**config.mk**
```make
export PLATFORM = sky130hd
export DESIGN_NAME = pipe_stage_reg
export DESIGN_NICKNAME = d
export VERILOG_FILES = /design/src/rtl/pipe_stage_reg_pkg.sv /design/src/rtl/pipe_stage_reg_sat_counter.sv /design/src/rtl/pipe_stage_reg.sv
export SDC_FILE = /design/constraint.sdc
export NUM_CORES = 1
export LEC_CHECK = 0
export ABC_CLOCK_PERIOD_IN_PS = 2580
export CAP_MARGIN = 25
export CORE_UTILIZATION = 43
export CTS_BUF_LIST = sky130_fd_sc_hd__clkbuf_2 sky130_fd_sc_hd__clkbuf_4 sky130_fd_sc_hd__clkbuf_8
export CTS_CLUSTER_SIZE = 20
export DETAILED_ROUTE_END_ITERATION = 16
export PLACE_DENSITY = 0.87
export SYNTH_ARGS = -nofsm -noshare
export SYNTH_HDL_FRONTEND = slang
export SYNTH_SLANG_ARGS = --single-unit
```
**constraint.sdc**
```tcl
create_clock -name clk -period 2.58 [get_ports clk]
set_input_delay 0.774 -clock clk [delete_from_list [all_inputs] [get_ports clk]]
set_output_delay 0.774 -clock clk [all_outputs]
set_load 0.03 [all_outputs]
```
**src/rtl/pipe_stage_reg_pkg.sv**
```systemverilog
// Shared definitions for the core's inter-stage registers: stall encoding,
// stage indices, payload widths, NOP payloads and the per-edge action decode.
package pipe_stage_reg_pkg;

    localparam logic STOP       = 1'b1;
    localparam logic NO_STOP    = 1'b0;
    localparam logic RST_ENABLE = 1'b1;

    localparam int STALL_VEC_W = 6;

    // Bit 0 of the stall vector belongs to the PC; each register owns the next bit up.
    localparam int STAGE_IF_ID  = 1;
    localparam int STAGE_ID_EX  = 2;
    localparam int STAGE_EX_MEM = 3;
    localparam int STAGE_MEM_WB = 4;

    localparam int IF_ID_W  = 64;   // pc + inst
    localparam int ID_EX_W  = 81;   // aluop + alusel + reg1 + reg2 + wd + wreg
    localparam int EX_MEM_W = 103;  // wd + wreg + wdata + whilo + hi + lo
    localparam int MEM_WB_W = 103;

    localparam logic [IF_ID_W-1:0]  IF_ID_NOP  = '0;
    localparam logic [ID_EX_W-1:0]  ID_EX_NOP  = '0;
    localparam logic [EX_MEM_W-1:0] EX_MEM_NOP = '0;
    localparam logic [MEM_WB_W-1:0] MEM_WB_NOP = '0;

    typedef enum logic [1:0] {
        ACT_ADVANCE,
        ACT_HOLD,
        ACT_BUBBLE,
        ACT_FLUSH
    } stage_action_e;

    // Flush beats any stall pattern; a stopped stage whose successor runs emits a bubble.
    function automatic stage_action_e decode_action(input logic flush,
                                                    input logic stop_self,
                                                    input logic stop_next);
        if (flush)
            return ACT_FLUSH;
        if (stop_self == STOP)
            return (stop_next == STOP) ? ACT_HOLD : ACT_BUBBLE;
        return ACT_ADVANCE;
    endfunction

endpackage

```
**src/rtl/pipe_stage_reg_sat_counter.sv**
```systemverilog
// Saturating up-counter with synchronous reset and clear; never wraps.
module sat_counter
    import pipe_stage_reg_pkg::*;
#(
    parameter int CNT_W = 16
) (
    input  logic             clk,
    input  logic             rst,
    input  logic             clr,
    input  logic             inc,
    output logic [CNT_W-1:0] count
);

    logic [CNT_W-1:0] count_q;

    // NOTE: reset is sampled on the clock edge only, so it sits inside the edge-triggered block.
    always_ff @(posedge clk) begin
        if (rst == RST_ENABLE || clr)
            count_q <= '0;
        else if (inc && count_q != '1)
            count_q <= count_q + 1'b1;
    end

    assign count = count_q;

endmodule

```
**src/rtl/pipe_stage_reg.sv**
```systemverilog
// Parametrised pipeline register with stall/bubble/flush handling and
// saturating performance counters for hold, bubble and flush cycles.
module pipe_stage_reg
    import pipe_stage_reg_pkg::*;
#(
    parameter int                   PAYLOAD_W = MEM_WB_W,
    parameter int                   STAGE     = STAGE_MEM_WB,
    parameter int                   STALL_W   = STALL_VEC_W,
    parameter logic [PAYLOAD_W-1:0] NOP_VALUE = '0,
    parameter int                   CNT_W     = 16
) (
    input  logic                 clk,
    input  logic                 rst,
    input  logic [STALL_W-1:0]   stall,
    input  logic                 flush,
    input  logic                 in_valid,
    input  logic [PAYLOAD_W-1:0] in_data,
    output logic                 out_valid,
    output logic [PAYLOAD_W-1:0] out_data,
    input  logic                 cnt_clr,
    output logic [CNT_W-1:0]     stall_cnt,
    output logic [CNT_W-1:0]     bubble_cnt,
    output logic [CNT_W-1:0]     flush_cnt
);

    generate
        if (STAGE < 0 || STAGE >= STALL_W || PAYLOAD_W < 1 || CNT_W < 1) begin : g_param_err
            $fatal(1, "pipe_stage_reg: illegal parameters STAGE=%0d STALL_W=%0d PAYLOAD_W=%0d CNT_W=%0d",
                   STAGE, STALL_W, PAYLOAD_W, CNT_W);
        end
    endgenerate

    logic stop_self;
    logic stop_next;
    logic unused_stall;

    assign stop_self    = stall[STAGE];
    assign unused_stall = ^stall;

    // The last stage has no successor, so a stop there always turns into a bubble.
    generate
        if (STAGE < STALL_W - 1) begin : g_has_next
            assign stop_next = stall[STAGE+1];
        end else begin : g_last
            assign stop_next = NO_STOP;
        end
    endgenerate

    stage_action_e action;
    assign action = decode_action(flush, stop_self, stop_next);

    logic                 valid_d, valid_q;
    logic [PAYLOAD_W-1:0] data_d,  data_q;

    // NOTE: defaults first so every path assigns the next state and no latch is inferred.
    always_comb begin
        valid_d = valid_q;
        data_d  = data_q;
        unique case (action)
            ACT_FLUSH, ACT_BUBBLE: begin
                valid_d = 1'b0;
                data_d  = NOP_VALUE;
            end
            ACT_HOLD: ;
            ACT_ADVANCE: begin
                valid_d = in_valid;
                data_d  = in_valid ? in_data : NOP_VALUE;
            end
            default: ;
        endcase
    end

    // NOTE: state registers use non-blocking assignments so all flops update together.
    always_ff @(posedge clk) begin
        if (rst == RST_ENABLE) begin
            valid_q <= 1'b0;
            data_q  <= NOP_VALUE;
        end else begin
            valid_q <= valid_d;
            data_q  <= data_d;
        end
    end

    assign out_valid = valid_q;
    assign out_data  = data_q;

    sat_counter #(.CNT_W(CNT_W)) u_stall_cnt (
        .clk  (clk),
        .rst  (rst),
        .clr  (cnt_clr),
        .inc  (action == ACT_HOLD),
        .count(stall_cnt)
    );

    sat_counter #(.CNT_W(CNT_W)) u_bubble_cnt (
        .clk  (clk),
        .rst  (rst),
        .clr  (cnt_clr),
        .inc  (action == ACT_BUBBLE),
        .count(bubble_cnt)
    );

    sat_counter #(.CNT_W(CNT_W)) u_flush_cnt (
        .clk  (clk),
        .rst  (rst),
        .clr  (cnt_clr),
        .inc  (action == ACT_FLUSH),
        .count(flush_cnt)
    );

endmodule

```
==> out/summary.txt <==
Slew headroom - 0.5221
Primary FF master, synth - dfxtp_1
flop-to-flop setup slack - 0.70 ns
Ports - 266
Syn Inst Count - 645
Avg Cell Area, Syn - 9.170 sq um
Die Area - 14,230 sq um
Critical Path Fanout Max - 7
Hold Crit Depth - 2
Clock transition at path regs - 0.08 ns
H-tree depth - 4
min-delay worst type - reg2reg
gr ovfl total - 0
detailed-route vias per instance - 5.607
Commonest cells post-synth - dfxtp_1 (152), nor2_1 (113), a22oi_1 (103)
DRT Wirelength - 18,800 um
initial antenna violation count - 0
hold buffer count at cts - 0
area used by multi-input combinational logic - 2676 sq um
fraction of layout cells with a size suffix above 1 - 0.07818
Total Nets Final - 1,025
clock tree sinks - 152
# rows - 42
hold violation count in the final report - 0
met2 Track Usage GR - 0.4622
DR pass1 iterations - 6
total of warnings raised by yosys - 0
dpl hpwl - 13,070 um
CP delay by family, top - buffers and inverters
Post-CTS Setup Repair Bufs - 0
clk_lat worst skew - 0.44 ns
DP Area - 8838 sq um
TNS Setup - 0 ns
R2R Path End - u_stall_cnt.count[1]
r2r startpoint - u_stall_cnt.count[0]
vias - 6,151
DRT antenna net count - 0
dpl ws - 0.03033 ns
CTS tree - built
register area share after synthesis - 0.5145
sequential fraction of design power - 0.517
RSZ-0062 raised after global routing - no
fin. max-slew vios - 0
post-route minimum period - 2.445 ns
worst r2r path cells - 5
CP Capture Type - primary output
Max Clock Freq - 409.0 MHz
vias in the first global route - 5,900
total core area - 13,350 sq um
PD cells - 502.4 nW/um^2
Yosys top cell by area - dfxtp_1
CTS Buffer Depth - 2
synth top area cells - dfxtp_1 (51%), a22oi_1 (13%), nor2_1 (7.2%)
logic gate share of total power - 0.105
Mapped Nets - 762
GP Congestion - 0.8721
final core occ - 0.6909
Worst Path Class, Setup - reg2out
Worst EP required - 1.81 ns
CTS Buf Count - 17
Hold Crit Endpoint - out_valid
number of synthesized flops with an enable pin - 0
starting utilization of the core area - 0.4431
most numerous cell in the Yosys netlist - dfxtp_1
number of synthesized register bits - 152
Final Setup Violations - 0
period utilization - 0.9476
Peak VDD IR - 473.7 uV
post-CTS sizing - 0
fillcell total - 995
Avg WL per Cell - 17.13 um
Startpoint Class - register
root buffer cell - clkbuf_8
Worst-Margin Slew - 0.7102 ns
gr usage total - 0.2628
ys async rst share - 0
met3 usage in global routing - 0.09914
Initial DRC Count - 482
worst path bufs/invs - 1
Design Area, Final - 9223 sq um
mapped cell area - 5914 sq um
drc violations - 0
Setup Skew - 0.009535 ns
first-pass GRT wire length - 29,470 um
run status - completed
chip width - 119.3 um
CP max stage cell - clkdlybuf4s50_1
Max-cap violations - 0
setup ws final - 0.1351 ns
crit path DAT - 1.67 ns
Layout area overhead - 55.93%
layer carrying the most global-route usage - met2
CP cell instances - clkdlybuf4s50_1
leakage power - 3.157 nW
HP Start - out_valid
Clk pwr share - 0.378
Max stage delay on crit path - 0.73 ns
Switching Share - 0.2442
P_int - 3.502 mW
switching pwr - 1.132 mW
Storage cell area - 3043 sq um
PortBufs - 261
met1 Usage GRT - 0.2831
diode count - 0
Synth cell types - 45
post-synth top area share - 0.5145
largest net degree at the start of global routing - 87
die height - 119.3 um
-- power by group through the flow --
| stage | Clock, mW | Sequential, mW | Combinational (mW) |
|---|---|---|---|
| after CTS | 1.78 | 2.39 | 0.486 |
| after detailed placement | 0 | 2.45 | 0.484 |
| final | 1.75 | 2.40 | 0.486 |
| after global routing | 1.90 | 2.40 | 0.515 |
| after global placement | 0 | 2.45 | 0.477 |
| after floorplan | 0 | 2.51 | 0.131 |
-- layout make-up --
| class | instances | area share |
|---|---|---|
| flip-flops and latches | 152 | 0.3299 |
| repair buffers | 288 | 0.3131 |
| multi-input cells | 446 | 0.2902 |
| clock buffers | 22 | 0.03147 |
| well taps | 176 | 0.02388 |
| clock inverters | 10 | 0.01018 |
| inverters | 3 | 0.001221 |
-- through the flow --
stage	cells	total power, mW	hold slack, ns
after floorplan	645	2.641	0.5995
after global placement	1065	2.924	0.4678
after detailed placement	1065	2.932	0.4850
after CTS	1097	4.666	0.5044
after global routing	1097	4.809	0.5263
final	1097	4.633	0.4973
-- cell usage in the layout, fill, tap and decap left out, drive strengths merged, types with 17 or more instances in the layout --
master / instances
a21oi: 30
a22oi: 103
buf: 28
clkbuf: 22
clkdlybuf4s50: 260
dfxtp: 152
nand2: 25
nand3: 20
nand4: 20
nor2: 113
o21ai: 17
or3: 21
-- worst register-to-register path, delay by kind of cell, from the launching register on --
| family | cells | cell delay (ns) |
|---|---|---|
| AND/OR/NAND/NOR | 2 | 0.70 |
| flip-flops | 1 | 0.44 |
| AO/OA/AOI/OAI | 2 | 0.36 |
| adder cells (fa/ha/maj) | 1 | 0.32 |
-- logic make-up (layout without fill, tap and decap cells) --
family	after synthesis	after routing	share of synthesized area
flip-flops	152	152	0.5145
multiplexers	5	5	0.008462
buffers and inverters	47	323	0.03448
adder cells (fa/ha/maj)	3	3	0.006347
AND/OR/NAND/NOR	254	254	0.2198
AO/OA/AOI/OAI	183	183	0.2149
XOR/XNOR	1	1	0.001481
-- worst max path at each step --
stage	cells after the start	slack (ns)	startpoint	to
2_1_floorplan	5	0.49	flush	u_bubble_cnt.count[9]
3_3_place_gp	5	0.04	stall[5]	u_stall_cnt.count[11]
3_5_place_dp	5	0.03	stall[5]	u_stall_cnt.count[8]
4_1_cts	1	0.11	u_bubble_cnt.count[3]	bubble_cnt[3]
5_1_grt	1	0.05	u_bubble_cnt.count[3]	bubble_cnt[3]
6_report	1	0.14	u_bubble_cnt.count[3]	bubble_cnt[3]
-- flip-flops by register name (all words and copies together) (netlist names) --
signal              flops
out_valid               1
out_data              103
u_flush_cnt.count      16
u_stall_cnt.count      16
u_bubble_cnt.count     16
-- layer usage --
metal	vias up	share of wire	wire, um
met1	2950	0.39	7387
met2	245	0.50	9483
li1	2928	-	-
met3	28	0.077	1447
met5	-	0	0
met4	0	0.025	479
No activity file was read; power rests on OpenSTA's default activity.
